==> src/rtl/traffic_pkg.sv <==
// Shared types and constants for the intersection controller: state set,
// lamp encodings and the default phase durations.
package traffic_pkg;

    typedef enum logic [2:0] {
        NS_G,
        NS_Y,
        AR1,
        EW_G,
        EW_Y,
        AR2,
        WALK
    } state_e;

    localparam logic [2:0] RED    = 3'b100;
    localparam logic [2:0] YELLOW = 3'b010;
    localparam logic [2:0] GREEN  = 3'b001;

    localparam int TICKS_PER_SEC_DEF = 100_000_000;
    localparam int G_TIME_DEF        = 30;
    localparam int Y_TIME_DEF        = 5;
    localparam int R_TIME_DEF        = 2;
    localparam int WALK_TIME_DEF     = 10;

    localparam int CNT_W = 6;

    // Durations must fit the 6-bit display counter and never be zero.
    function automatic logic dur_ok(input int d);
        return (d >= 1) && (d <= 63);
    endfunction

endpackage

==> src/rtl/traffic_light_ctrl_if.sv <==
// Pedestrian request input plus lamp/display outputs of the controller.
// master = surrounding logic, slave = the controller.
interface traffic_light_ctrl_if;
    import traffic_pkg::*;

    logic             ped_req;
    logic [2:0]       ns_light;
    logic [2:0]       ew_light;
    logic             walk;
    logic             ped_ack;
    logic [CNT_W-1:0] count;
    logic             tick;

    modport master (
        output ped_req,
        input  ns_light, ew_light, walk, ped_ack, count, tick
    );

    modport slave (
        input  ped_req,
        output ns_light, ew_light, walk, ped_ack, count, tick
    );

endinterface

==> src/rtl/tick_gen.sv <==
// Divides clk down to a registered one-cycle pulse once per second.
module tick_gen #(
    parameter int TICKS_PER_SEC = 100_000_000
) (
    input  logic clk,
    input  logic rst,
    output logic tick
);

    localparam int DIV_W = (TICKS_PER_SEC > 1) ? $clog2(TICKS_PER_SEC) : 1;
    localparam logic [DIV_W-1:0] LAST = DIV_W'(TICKS_PER_SEC - 1);

    if (TICKS_PER_SEC < 1) begin : g_bad_ticks
        $error("tick_gen: TICKS_PER_SEC must be at least 1");
    end

    logic [DIV_W-1:0] div_q, div_d;
    logic             tick_q;

    always_comb div_d = (div_q == LAST) ? '0 : div_q + DIV_W'(1);

    // tick_q is high exactly while div_q holds LAST.
    always_ff @(posedge clk or posedge rst) begin
        if (rst) begin
            div_q  <= '0;
            tick_q <= 1'b0;
        end else begin
            div_q  <= div_d;
            tick_q <= (div_d == LAST);
        end
    end

    assign tick = tick_q;

endmodule

==> src/rtl/traffic_light_ctrl.sv <==
// Two-way intersection controller with an all-red pedestrian walk phase
// inserted after a yellow whenever a request is pending.
module traffic_light_ctrl
    import traffic_pkg::*;
#(
    parameter int TICKS_PER_SEC = TICKS_PER_SEC_DEF,
    parameter int G_TIME        = G_TIME_DEF,
    parameter int Y_TIME        = Y_TIME_DEF,
    parameter int R_TIME        = R_TIME_DEF,
    parameter int WALK_TIME     = WALK_TIME_DEF
) (
    input  logic                 clk,
    input  logic                 rst,
    traffic_light_ctrl_if.slave  bus
);

    if (!dur_ok(G_TIME) || !dur_ok(Y_TIME) || !dur_ok(R_TIME) || !dur_ok(WALK_TIME))
    begin : g_bad_duration
        $error("traffic_light_ctrl: every duration must be in 1..63");
    end

    localparam logic [CNT_W-1:0] G_D = CNT_W'(G_TIME);
    localparam logic [CNT_W-1:0] Y_D = CNT_W'(Y_TIME);
    localparam logic [CNT_W-1:0] R_D = CNT_W'(R_TIME);
    localparam logic [CNT_W-1:0] W_D = CNT_W'(WALK_TIME);

    function automatic logic [CNT_W-1:0] dur_of(input state_e s);
        case (s)
            NS_G, EW_G: return G_D;
            NS_Y, EW_Y: return Y_D;
            WALK:       return W_D;
            default:    return R_D;
        endcase
    endfunction

    function automatic logic [2:0] ns_lamp(input state_e s);
        case (s)
            NS_G:    return GREEN;
            NS_Y:    return YELLOW;
            default: return RED;
        endcase
    endfunction

    function automatic logic [2:0] ew_lamp(input state_e s);
        case (s)
            EW_G:    return GREEN;
            EW_Y:    return YELLOW;
            default: return RED;
        endcase
    endfunction

    logic tick;

    tick_gen #(.TICKS_PER_SEC(TICKS_PER_SEC)) u_tick_gen (
        .clk  (clk),
        .rst  (rst),
        .tick (tick)
    );

    state_e           state_q, state_d;
    logic [CNT_W-1:0] count_q, count_d;
    logic             pend_q, pend_d;
    logic             ret_q, ret_d;
    logic             enter_walk;
    logic [2:0]       ns_q, ew_q;
    logic             walk_q, ack_q;

    // ret flag: 1 means the walk was entered from EW_Y and exits to AR2.
    always_comb begin
        state_d    = state_q;
        count_d    = count_q;
        ret_d      = ret_q;
        enter_walk = 1'b0;
        if (tick) begin
            if (count_q > CNT_W'(1)) begin
                count_d = count_q - CNT_W'(1);
            end else begin
                case (state_q)
                    NS_G: state_d = NS_Y;
                    NS_Y: begin
                        if (pend_q) begin
                            state_d    = WALK;
                            ret_d      = 1'b0;
                            enter_walk = 1'b1;
                        end else begin
                            state_d = AR1;
                        end
                    end
                    AR1:  state_d = EW_G;
                    EW_G: state_d = EW_Y;
                    EW_Y: begin
                        if (pend_q) begin
                            state_d    = WALK;
                            ret_d      = 1'b1;
                            enter_walk = 1'b1;
                        end else begin
                            state_d = AR2;
                        end
                    end
                    AR2:  state_d = NS_G;
                    WALK: state_d = ret_q ? AR2 : AR1;
                    default: state_d = AR2;
                endcase
                count_d = dur_of(state_d);
            end
        end
        // A new request on the entry edge wins over the clear.
        pend_d = bus.ped_req | (pend_q & ~enter_walk);
    end

    always_ff @(posedge clk or posedge rst) begin
        if (rst) begin
            state_q <= AR2;
            count_q <= R_D;
            pend_q  <= 1'b0;
            ret_q   <= 1'b0;
            ns_q    <= RED;
            ew_q    <= RED;
            walk_q  <= 1'b0;
            ack_q   <= 1'b0;
        end else begin
            state_q <= state_d;
            count_q <= count_d;
            pend_q  <= pend_d;
            ret_q   <= ret_d;
            ns_q    <= ns_lamp(state_d);
            ew_q    <= ew_lamp(state_d);
            walk_q  <= (state_d == WALK);
            ack_q   <= enter_walk;
        end
    end

    assign bus.ns_light = ns_q;
    assign bus.ew_light = ew_q;
    assign bus.walk     = walk_q;
    assign bus.ped_ack  = ack_q;
    assign bus.count    = count_q;
    assign bus.tick     = tick;

endmodule

==> src/flat_wrapper.sv <==
// flat-port wrapper written by rule: the top's interface ports become plain ports
module traffic_light_ctrl_flat import traffic_pkg::*;
#(
    parameter int TICKS_PER_SEC = TICKS_PER_SEC_DEF,
    parameter int G_TIME        = G_TIME_DEF,
    parameter int Y_TIME        = Y_TIME_DEF,
    parameter int R_TIME        = R_TIME_DEF,
    parameter int WALK_TIME     = WALK_TIME_DEF
)
  (clk, rst, bus_ped_req, bus_ns_light, bus_ew_light, bus_walk, bus_ped_ack, bus_count, bus_tick);
  traffic_light_ctrl_if bus_i ();
  input  logic clk;
  input  logic rst;
  input wire logic [$bits(bus_i.ped_req)-1:0] bus_ped_req;
  output wire logic [$bits(bus_i.ns_light)-1:0] bus_ns_light;
  output wire logic [$bits(bus_i.ew_light)-1:0] bus_ew_light;
  output wire logic [$bits(bus_i.walk)-1:0] bus_walk;
  output wire logic [$bits(bus_i.ped_ack)-1:0] bus_ped_ack;
  output wire logic [$bits(bus_i.count)-1:0] bus_count;
  output wire logic [$bits(bus_i.tick)-1:0] bus_tick;
  assign bus_i.ped_req = bus_ped_req;
  assign bus_ns_light = bus_i.ns_light;
  assign bus_ew_light = bus_i.ew_light;
  assign bus_walk = bus_i.walk;
  assign bus_ped_ack = bus_i.ped_ack;
  assign bus_count = bus_i.count;
  assign bus_tick = bus_i.tick;
  traffic_light_ctrl #(.TICKS_PER_SEC(TICKS_PER_SEC), .G_TIME(G_TIME), .Y_TIME(Y_TIME), .R_TIME(R_TIME), .WALK_TIME(WALK_TIME)) u_core (.clk(clk), .rst(rst), .bus(bus_i));
endmodule
==> config.mk <==
export PLATFORM = sky130hd
export DESIGN_NAME = traffic_light_ctrl_flat
export DESIGN_NICKNAME = d
export VERILOG_FILES = /design/src/rtl/traffic_pkg.sv /design/src/rtl/traffic_light_ctrl_if.sv /design/src/rtl/tick_gen.sv /design/src/rtl/traffic_light_ctrl.sv /design/src/flat_wrapper.sv
export SDC_FILE = /design/constraint.sdc
export NUM_CORES = 1
export LEC_CHECK = 0
export CAP_MARGIN = 10
export CORE_AREA = 3 3 87 89
export CTS_CLUSTER_SIZE = 10
export DETAILED_ROUTE_END_ITERATION = 10
export DIE_AREA = 0 0 90 92
export PLACE_DENSITY_LB_ADDON = 0.05
export RECOVER_POWER = 50
export SLEW_MARGIN = 20
export SYNTH_ARGS = -nofsm -noshare
export SYNTH_HDL_FRONTEND = slang
export SYNTH_HIERARCHICAL = 1
export SYNTH_SLANG_ARGS = --single-unit
==> constraint.sdc <==
create_clock -name clk -period 2.4 [get_ports clk]
set_input_delay 0.36 -clock clk [delete_from_list [all_inputs] [get_ports clk]]
set_output_delay 0.36 -clock clk [all_outputs]
set_load 0.01 [all_outputs]
==> results.yml, run 1 <==
finish:
  drive_gt1_frac: 0.206
  final_util: 0.469
  num_antenna_cells: 0
  design.final.nets: 326
  area_growth_from_synthesis_to_layout_pct: 17.7
power:
  power_per_cell_area_mw_per_mm2: 409
  power_frac_clock: 0.382
  power_frac_seq: 0.604
  swShare: 0.235
  netSwitchingPower_uw: 308
  power.leakage_nw: 1.27
  power.ir.vdd_worst_mv: 0.197
  intPower_mw: 1.00
  pwr-share-comb: 0.014
  power_mw: 1.31
global_route:
  grt_resource_usage_total: 0.147
  antenna_found_initial: 0
  grt_pass1_vias: 2148
  grt_first_pass_wirelength_um: 10000
  largest_net_degree_at_the_start_of_global_routing: 29
  grt.overflow.total: 0
timing:
  timing_max_transition_violations_final: 0
  finalCritPeriodShare: 0.917
  timing.slew.headroom: 0.0217
  final.setup.worst_slack_ns: 0.200
  finalSetupTns_ns: 0
  worst-slew-pin-transition_ns: 1.47
  clock-skew-final_ns: 0.0102
  maximum_frequency_from_static_timing_analysis_ghz: 0.454
  setup_viol: 0
  final.min_clock_period_ns: 2.20
  final-hold-violation-count: 0
routing:
  drt_iter0_markers: 44
  post_drt_wl_per_cell_um: 14.0
  wirelength_um: 5820
  detailedRoute.firstPassIterationCount: 5
  final_antenna_net_count: 0
  route.vias.total: 2198
  drcViolationCount: 0
  via_per_inst: 5.27
placement:
  pre_cts_slack_ns: 0.133
  gpl.final_weighted_congestion: 0.847
  buffer_ports.inserted: 17
  estimated_wirelength_of_the_detail_placed_design_um: 4190
yosys:
  synth.net_count: 294
  synthesized_area_mm2: 0.00272
  netlist_instances: 288
  yosysTopAreaCell: "sky130_fd_sc_hd__dfrtp_1"
  synthMostInstantiatedCell: "sky130_fd_sc_hd__dfrtp_1"
  yosysWarningCount: 6
  synth_area_leaders: "sky130_fd_sc_hd__dfrtp_1 39%, sky130_fd_sc_hd__dfstp_2 4.8%, sky130_fd_sc_hd__xor2_1 4.5%"
  mean_cell_area_of_the_mapped_netlist_um2: 9.45
  asyncSetResetFlopFracSynth: 1.00
  ys_top_cells_by_count: "42 x sky130_fd_sc_hd__dfrtp_1, 30 x sky130_fd_sc_hd__nor2_1, 22 x sky130_fd_sc_hd__nand2_1"
  yosysUniqueCellTypes: 62
  yosys_most_used_dff: "sky130_fd_sc_hd__dfrtp_1"
  synthDominantCellAreaShare: 0.386
  synth_seq_area_share: 0.434
  synth.ff_latch_count: 47
  number_of_flops_mapped_to_enable_cells_by_yosys: 0
setup_path:
  crit_slowest_cell: "sky130_fd_sc_hd__or4_4"
  timing.critical_path.cells: "nand4_1 -> or4_4 -> nor2_1 -> xor2_1 -> or3b_1 -> nor4bb_2"
  worst-setup-path-type: "flip-flop to flip-flop"
  crit_required_ns: 2.61
  worst_setup_path_end_kind: "flip-flop"
  timing.critical_path.max_delay_family: "simple AND/OR/NAND/NOR gates"
  startpoint_class_of_the_critical_path: "flip-flop"
  worst-endpoint-arrival_ns: 2.41
  maximum_fanout_along_the_worst_path: 5
  cpPeakStageDelay_ns: 0.57
  critical_path_buf_inv_count: 0
floorplan:
  coreArea_mm2: 0.00683
  die_x_um: 90
  floorplan.die.height_um: 92
  initial_cell_density_of_the_core: 0.399
  dieArea_mm2: 0.00828
  ioPinCount: 18
  num_rows: 30
clock_network:
  clock_latency_ns: 0.31
  clock-root-buffer: "sky130_fd_sc_hd__clkbuf_8"
  hold_bufs_at_cts: 0
  cts.sinks: 47
  cts.clk_slew.worst_paths_ns: 0.10
  clk_path_buf_depth: 2
  htreeDepth: 2
  tritoncts_clock_tree: "built"
  cts_buffers: 5
hold_path:
  holdCritPathClass: "flip-flop to flip-flop"
job:
  drv_cap: 0
status:
  run_status: "finished, final reports clean"
-- final timing paths --
kind	from	endpoint	slack, ns	depth (start not counted)
worst min-delay path	u_core/u_tick_gen/div_q[0]	u_core/u_tick_gen/div_q[0]	0.51	1
min in group asynchronous	rst	u_core/bus.ped_ack	0.64	2
worst min register to register	u_core/u_tick_gen/div_q[0]	u_core/u_tick_gen/div_q[0]	0.51	1
worst max-delay path	u_core/u_tick_gen/div_q[7]	u_core/u_tick_gen/tick	0.20	6
worst max register to register	u_core/u_tick_gen/div_q[7]	u_core/u_tick_gen/tick	0.20	6
max in group asynchronous	rst	u_core/u_tick_gen/div_q[2]	0.43	3
-- state kept, by name, indices dropped and copies added (netlist names) --
register / count
u_core/bus.ew_light: 3
u_core/bus.walk: 1
u_core/bus.ns_light: 3
u_core/bus.ped_ack: 1
u_core/u_tick_gen/tick: 1
u_core/pend_q: 1
u_core/state_q: 3
u_core/u_tick_gen/div_q: 27
u_core/ret_q: 1
u_core/bus.count: 6
-- area by class of cell --
cell class	instances	area, µm²
sequential	47	1190
clock buffer	5	68.8
fill	691	3630
clock inverter	3	23.8
multi-input combinational	216	1430
tap	96	120
inverter	11	41.3
timing repair buffer	39	328
-- layer usage --
metal,up-vias,share of wire,track usage
met5,-,0,0
met4,0,0.011,0.0446
met3,6,0.032,0.0279
met2,45,0.49,0.245
met1,1060,0.46,0.193
li1,1087,-,-
-- placed cells by master (no fill, tap or decap), types with 5 or more instances in the layout --
master and count:
sky130_fd_sc_hd__a21oi_1 14, sky130_fd_sc_hd__buf_4 20, sky130_fd_sc_hd__clkbuf_8 5, sky130_fd_sc_hd__clkdlybuf4s50_1 12, sky130_fd_sc_hd__dfrtp_1 36, sky130_fd_sc_hd__dfrtp_2 6, sky130_fd_sc_hd__dfstp_2 5, sky130_fd_sc_hd__dlygate4sd3_1 5
sky130_fd_sc_hd__inv_1 10, sky130_fd_sc_hd__nand2_1 22, sky130_fd_sc_hd__nand3_1 17, sky130_fd_sc_hd__nand4_1 7, sky130_fd_sc_hd__nor2_1 30, sky130_fd_sc_hd__nor3_1 7, sky130_fd_sc_hd__o21ai_0 11, sky130_fd_sc_hd__xnor2_1 13
sky130_fd_sc_hd__xor2_1 14
-- power groups by stage --
stage	Combinational [mW]	Clock, mW	Sequential (mW)
6_report	0.0190	0.501	0.792
5_1_grt	0.0226	0.561	0.792
4_1_cts	0.0221	0.533	0.792
3_5_place_dp	0.0220	0	0.807
3_3_place_gp	0.0219	0	0.807
2_1_floorplan	0.0120	0	0.807
-- logic make-up (layout without fill, tap and decap cells) --
| family | Yosys count | count (layout) | share of synthesized area |
|---|---|---|---|
| AND/OR/NAND/NOR | 131 | 131 | 0.274 |
| flip-flops | 47 | 47 | 0.434 |
| adder cells (fa/ha/maj) | 4 | 4 | 0.0175 |
| multiplexers | 3 | 3 | 0.0119 |
| buffers and inverters | 25 | 58 | 0.0487 |
| XOR/XNOR | 28 | 28 | 0.0928 |
| AO/OA/AOI/OAI | 50 | 50 | 0.121 |
-- per-stage QoR --
step	area, µm²	cells	hold WS, ns
finish	3200	417	0.510
global route	3200	417	0.549
CTS	3160	413	0.440
detailed placement	3060	405	0.493
global placement	3060	405	0.497
floorplan	2720	288	0.307
-- what timing repair did --
item                       CTS  global route
setup endpoints to repair    0             1
setup buffers                0             4
resized for setup            0            10
Power figures use the tool's default switching activity.
==> inputs of run 2 (changes only) <==
--- a/config.mk
+++ b/config.mk
@@ -10,7 +10,7 @@
 export CTS_CLUSTER_SIZE = 10
 export DETAILED_ROUTE_END_ITERATION = 10
 export DIE_AREA = 0 0 90 92
-export PLACE_DENSITY_LB_ADDON = 0.05
+export PLACE_DENSITY = 0.63
 export RECOVER_POWER = 50
 export SLEW_MARGIN = 20
 export SYNTH_ARGS = -nofsm -noshare
==> run 2 against run 1 <==
Net effect: the run now ends with max-capacitance violations, max-slew violations left; cell area fell by 0.74%; register-to-register slack got worse by 0.09 ns; sequential share of layout area increased by 0.20 points; first-iteration DRC count grew to 2.7 times the previous value; flip-flop and latch count unchanged; global-route usage shrank 0.54 points; final cell count shrank 1.9%; core utilization decreased by 0.35 points; non-clock buffer count down 8; hold slack lost 0.018 ns; power up 15%; largest cell class unchanged.
==> results.yml, run 2 (synthesis results as in run 1) <==
status:
  run_status: "finished with violations"
  violated_checks: "max-capacitance violations, max-slew violations"
finish:
  fin_area_mm2: 0.00318
  multi_input_area_mm2: 0.00143
  layout.filler_cells: 670
  mostFrequentLayoutCell: "sky130_fd_sc_hd__dfrtp_1"
  area_growth_from_synthesis_to_layout_pct: 16.8
  final_non_filler_cell_total: 409
  drive_gt1_frac: 0.176
  largest_register_ffs: 27
  most-common-layout-cells: "38 x sky130_fd_sc_hd__dfrtp_1, 30 x sky130_fd_sc_hd__nor2_1, 22 x sky130_fd_sc_hd__nand2_1, 17 x sky130_fd_sc_hd__nand3_1, 15 x sky130_fd_sc_hd__clkdlybuf4s50_1"
  design.final.nets: 318
  num_antenna_cells: 0
  register_name_with_the_most_flops: "u_core/u_tick_gen/div_q"
  seq_area_mm2: 0.00119
  final_util: 0.466
floorplan:
  die_x_um: 90
  floorplan.die.height_um: 92
  ioPinCount: 18
  coreArea_mm2: 0.00683
  num_rows: 30
  dieArea_mm2: 0.00828
  initial_cell_density_of_the_core: 0.399
timing:
  setup_viol: 0
  final.min_clock_period_ns: 2.29
  maximum_frequency_from_static_timing_analysis_ghz: 0.437
  timing_max_transition_violations_final: 28
  final.setup.worst_slack_ns: 0.113
  rsz0062_at_grt: "no"
  worst-slew-pin-transition_ns: 1.50
  finalSetupTns_ns: 0
  finalCritPeriodShare: 0.953
  final-hold-violation-count: 0
  worst_hold_slack_ns: 0.492
  clock-skew-final_ns: 0.00736
  timing.slew.headroom: -0.00175
placement:
  dp.cells: 401
  estimated_wirelength_of_the_detail_placed_design_um: 3940
  buffer_ports.inserted: 17
  placed_area_mm2: 0.00303
  pre_cts_slack_ns: 0.0172
  gpl.final_weighted_congestion: 0.855
global_route:
  antenna_found_initial: 0
  grt_first_pass_wirelength_um: 9660
  grt_pass1_vias: 2066
  grt.overflow.total: 0
  largest_net_degree_at_the_start_of_global_routing: 29
  grt_resource_usage_total: 0.141
clock_network:
  cts.sinks: 47
  tritoncts_clock_tree: "built"
  clock_latency_ns: 0.30
  clk_path_buf_depth: 2
  cts_buffers: 5
  cts.clk_slew.worst_paths_ns: 0.09
  htreeDepth: 2
  clock-root-buffer: "sky130_fd_sc_hd__clkbuf_8"
  post_cts_setup_buffers: 0
routing:
  final_antenna_net_count: 0
  drcViolationCount: 0
  route.vias.total: 2118
  via_per_inst: 5.18
  detailedRoute.firstPassIterationCount: 4
  post_drt_wl_per_cell_um: 13.5
  drt_iter0_markers: 117
  wirelength_um: 5510
power:
  pwr-share-comb: 0.013
  power_frac_seq: 0.527
  power_frac_clock: 0.460
  power.leakage_nw: 1.25
  netSwitchingPower_uw: 291
  swShare: 0.194
  power.ir.vdd_worst_mv: 0.236
  power_mw: 1.50
  intPower_mw: 1.21
  power_per_cell_area_mw_per_mm2: 472
setup_path:
  maximum_fanout_along_the_worst_path: 8
  worst_setup_path_end_kind: "flip-flop"
  cpPeakStageDelay_ns: 0.54
  startpoint_class_of_the_critical_path: "flip-flop"
  worst-endpoint-arrival_ns: 2.49
  crit_slowest_cell: "sky130_fd_sc_hd__or4_4"
  crit_required_ns: 2.60
  worst-setup-path-type: "flip-flop to flip-flop"
  timing.critical_path.cells: "nand4_2 -> or4_4 -> nor2_1 -> xor2_1 -> or3b_1 -> nor4bb_2"
hold_path:
  holdCritPathClass: "primary input to asynchronous set/reset pin"
job:
  drv_cap: 1
==> run 2: cell types whose count changed in the layout (fill, tap and decap cells not counted) <==
| cell | before | now |
|---|---|---|
| sky130_fd_sc_hd__a2111oi_1 | 0 | 1 |
| sky130_fd_sc_hd__bufinv_16 | 0 | 2 |
| sky130_fd_sc_hd__clkdlybuf4s50_1 | 12 | 15 |
| sky130_fd_sc_hd__buf_4 | 20 | 12 |
| sky130_fd_sc_hd__clkinvlp_4 | 2 | 1 |
| sky130_fd_sc_hd__dfrtp_2 | 6 | 4 |
| sky130_fd_sc_hd__a2111oi_2 | 1 | 0 |
| sky130_fd_sc_hd__dfrtp_1 | 36 | 38 |
| sky130_fd_sc_hd__inv_6 | 1 | 0 |
| sky130_fd_sc_hd__dlygate4sd3_1 | 5 | 2 |
==> run 2: power by group through the flow <==
stage | clock network, mW | logic (mW) | registers (mW)
4_1_cts | 0.718 | 0.0217 | 0.792
3_5_place_dp | 0 | 0.0215 | 0.807
5_1_grt | 0.749 | 0.0230 | 0.792
2_1_floorplan | 0 | 0.0120 | 0.807
3_3_place_gp | 0 | 0.0214 | 0.807
6_report | 0.691 | 0.0190 | 0.792
==> run 2: layer usage <==
layer  vias up  track usage  part of all wire
met5         -            0                 0
met4         0       0.0523             0.017
met3         9       0.0328             0.039
met2        37        0.220              0.46
met1      1007        0.192              0.49
li1       1065            -                 -
==> run 2: timing repair <==
action / in CTS / in global routing
hold buffers: 0 / 0
setup endpoints to repair: 1 / 1
pin swaps: 0 / 1
gates resized for setup: 1 / 6
==> run 2: critical path: cells and delay by family (launching register included) <==
| family | cells | cell delay, ns |
|---|---|---|
| AND/OR/NAND/NOR | 5 | 1.62 |
| XOR/XNOR | 1 | 0.09 |
| flip-flops | 1 | 0.48 |
==> run 2: final cells by class <==
cell class | instances | area share
Clock inverter | 3 | 0.0212
Sequential cell | 47 | 0.373
Tap cell | 96 | 0.0378
Clock buffer | 5 | 0.0216
Timing Repair Buffer | 31 | 0.0842
Inverter | 11 | 0.0130
Multi-Input combinational cell | 216 | 0.449
==> run 2: final timing paths <==
path / from / to / slack (ns) / cells after the start
max reg2reg: u_core/u_tick_gen/div_q[10] / u_core/u_tick_gen/tick / 0.11 / 6
min: rst / u_core/bus.ns_light[0] / 0.49 / 2
max: u_core/u_tick_gen/div_q[10] / u_core/u_tick_gen/tick / 0.11 / 6
min in group clk: u_core/u_tick_gen/div_q[25] / u_core/u_tick_gen/div_q[25] / 0.51 / 1
max in group asynchronous: rst / u_core/u_tick_gen/div_q[9] / 0.52 / 3
min reg2reg: u_core/u_tick_gen/div_q[25] / u_core/u_tick_gen/div_q[25] / 0.51 / 1
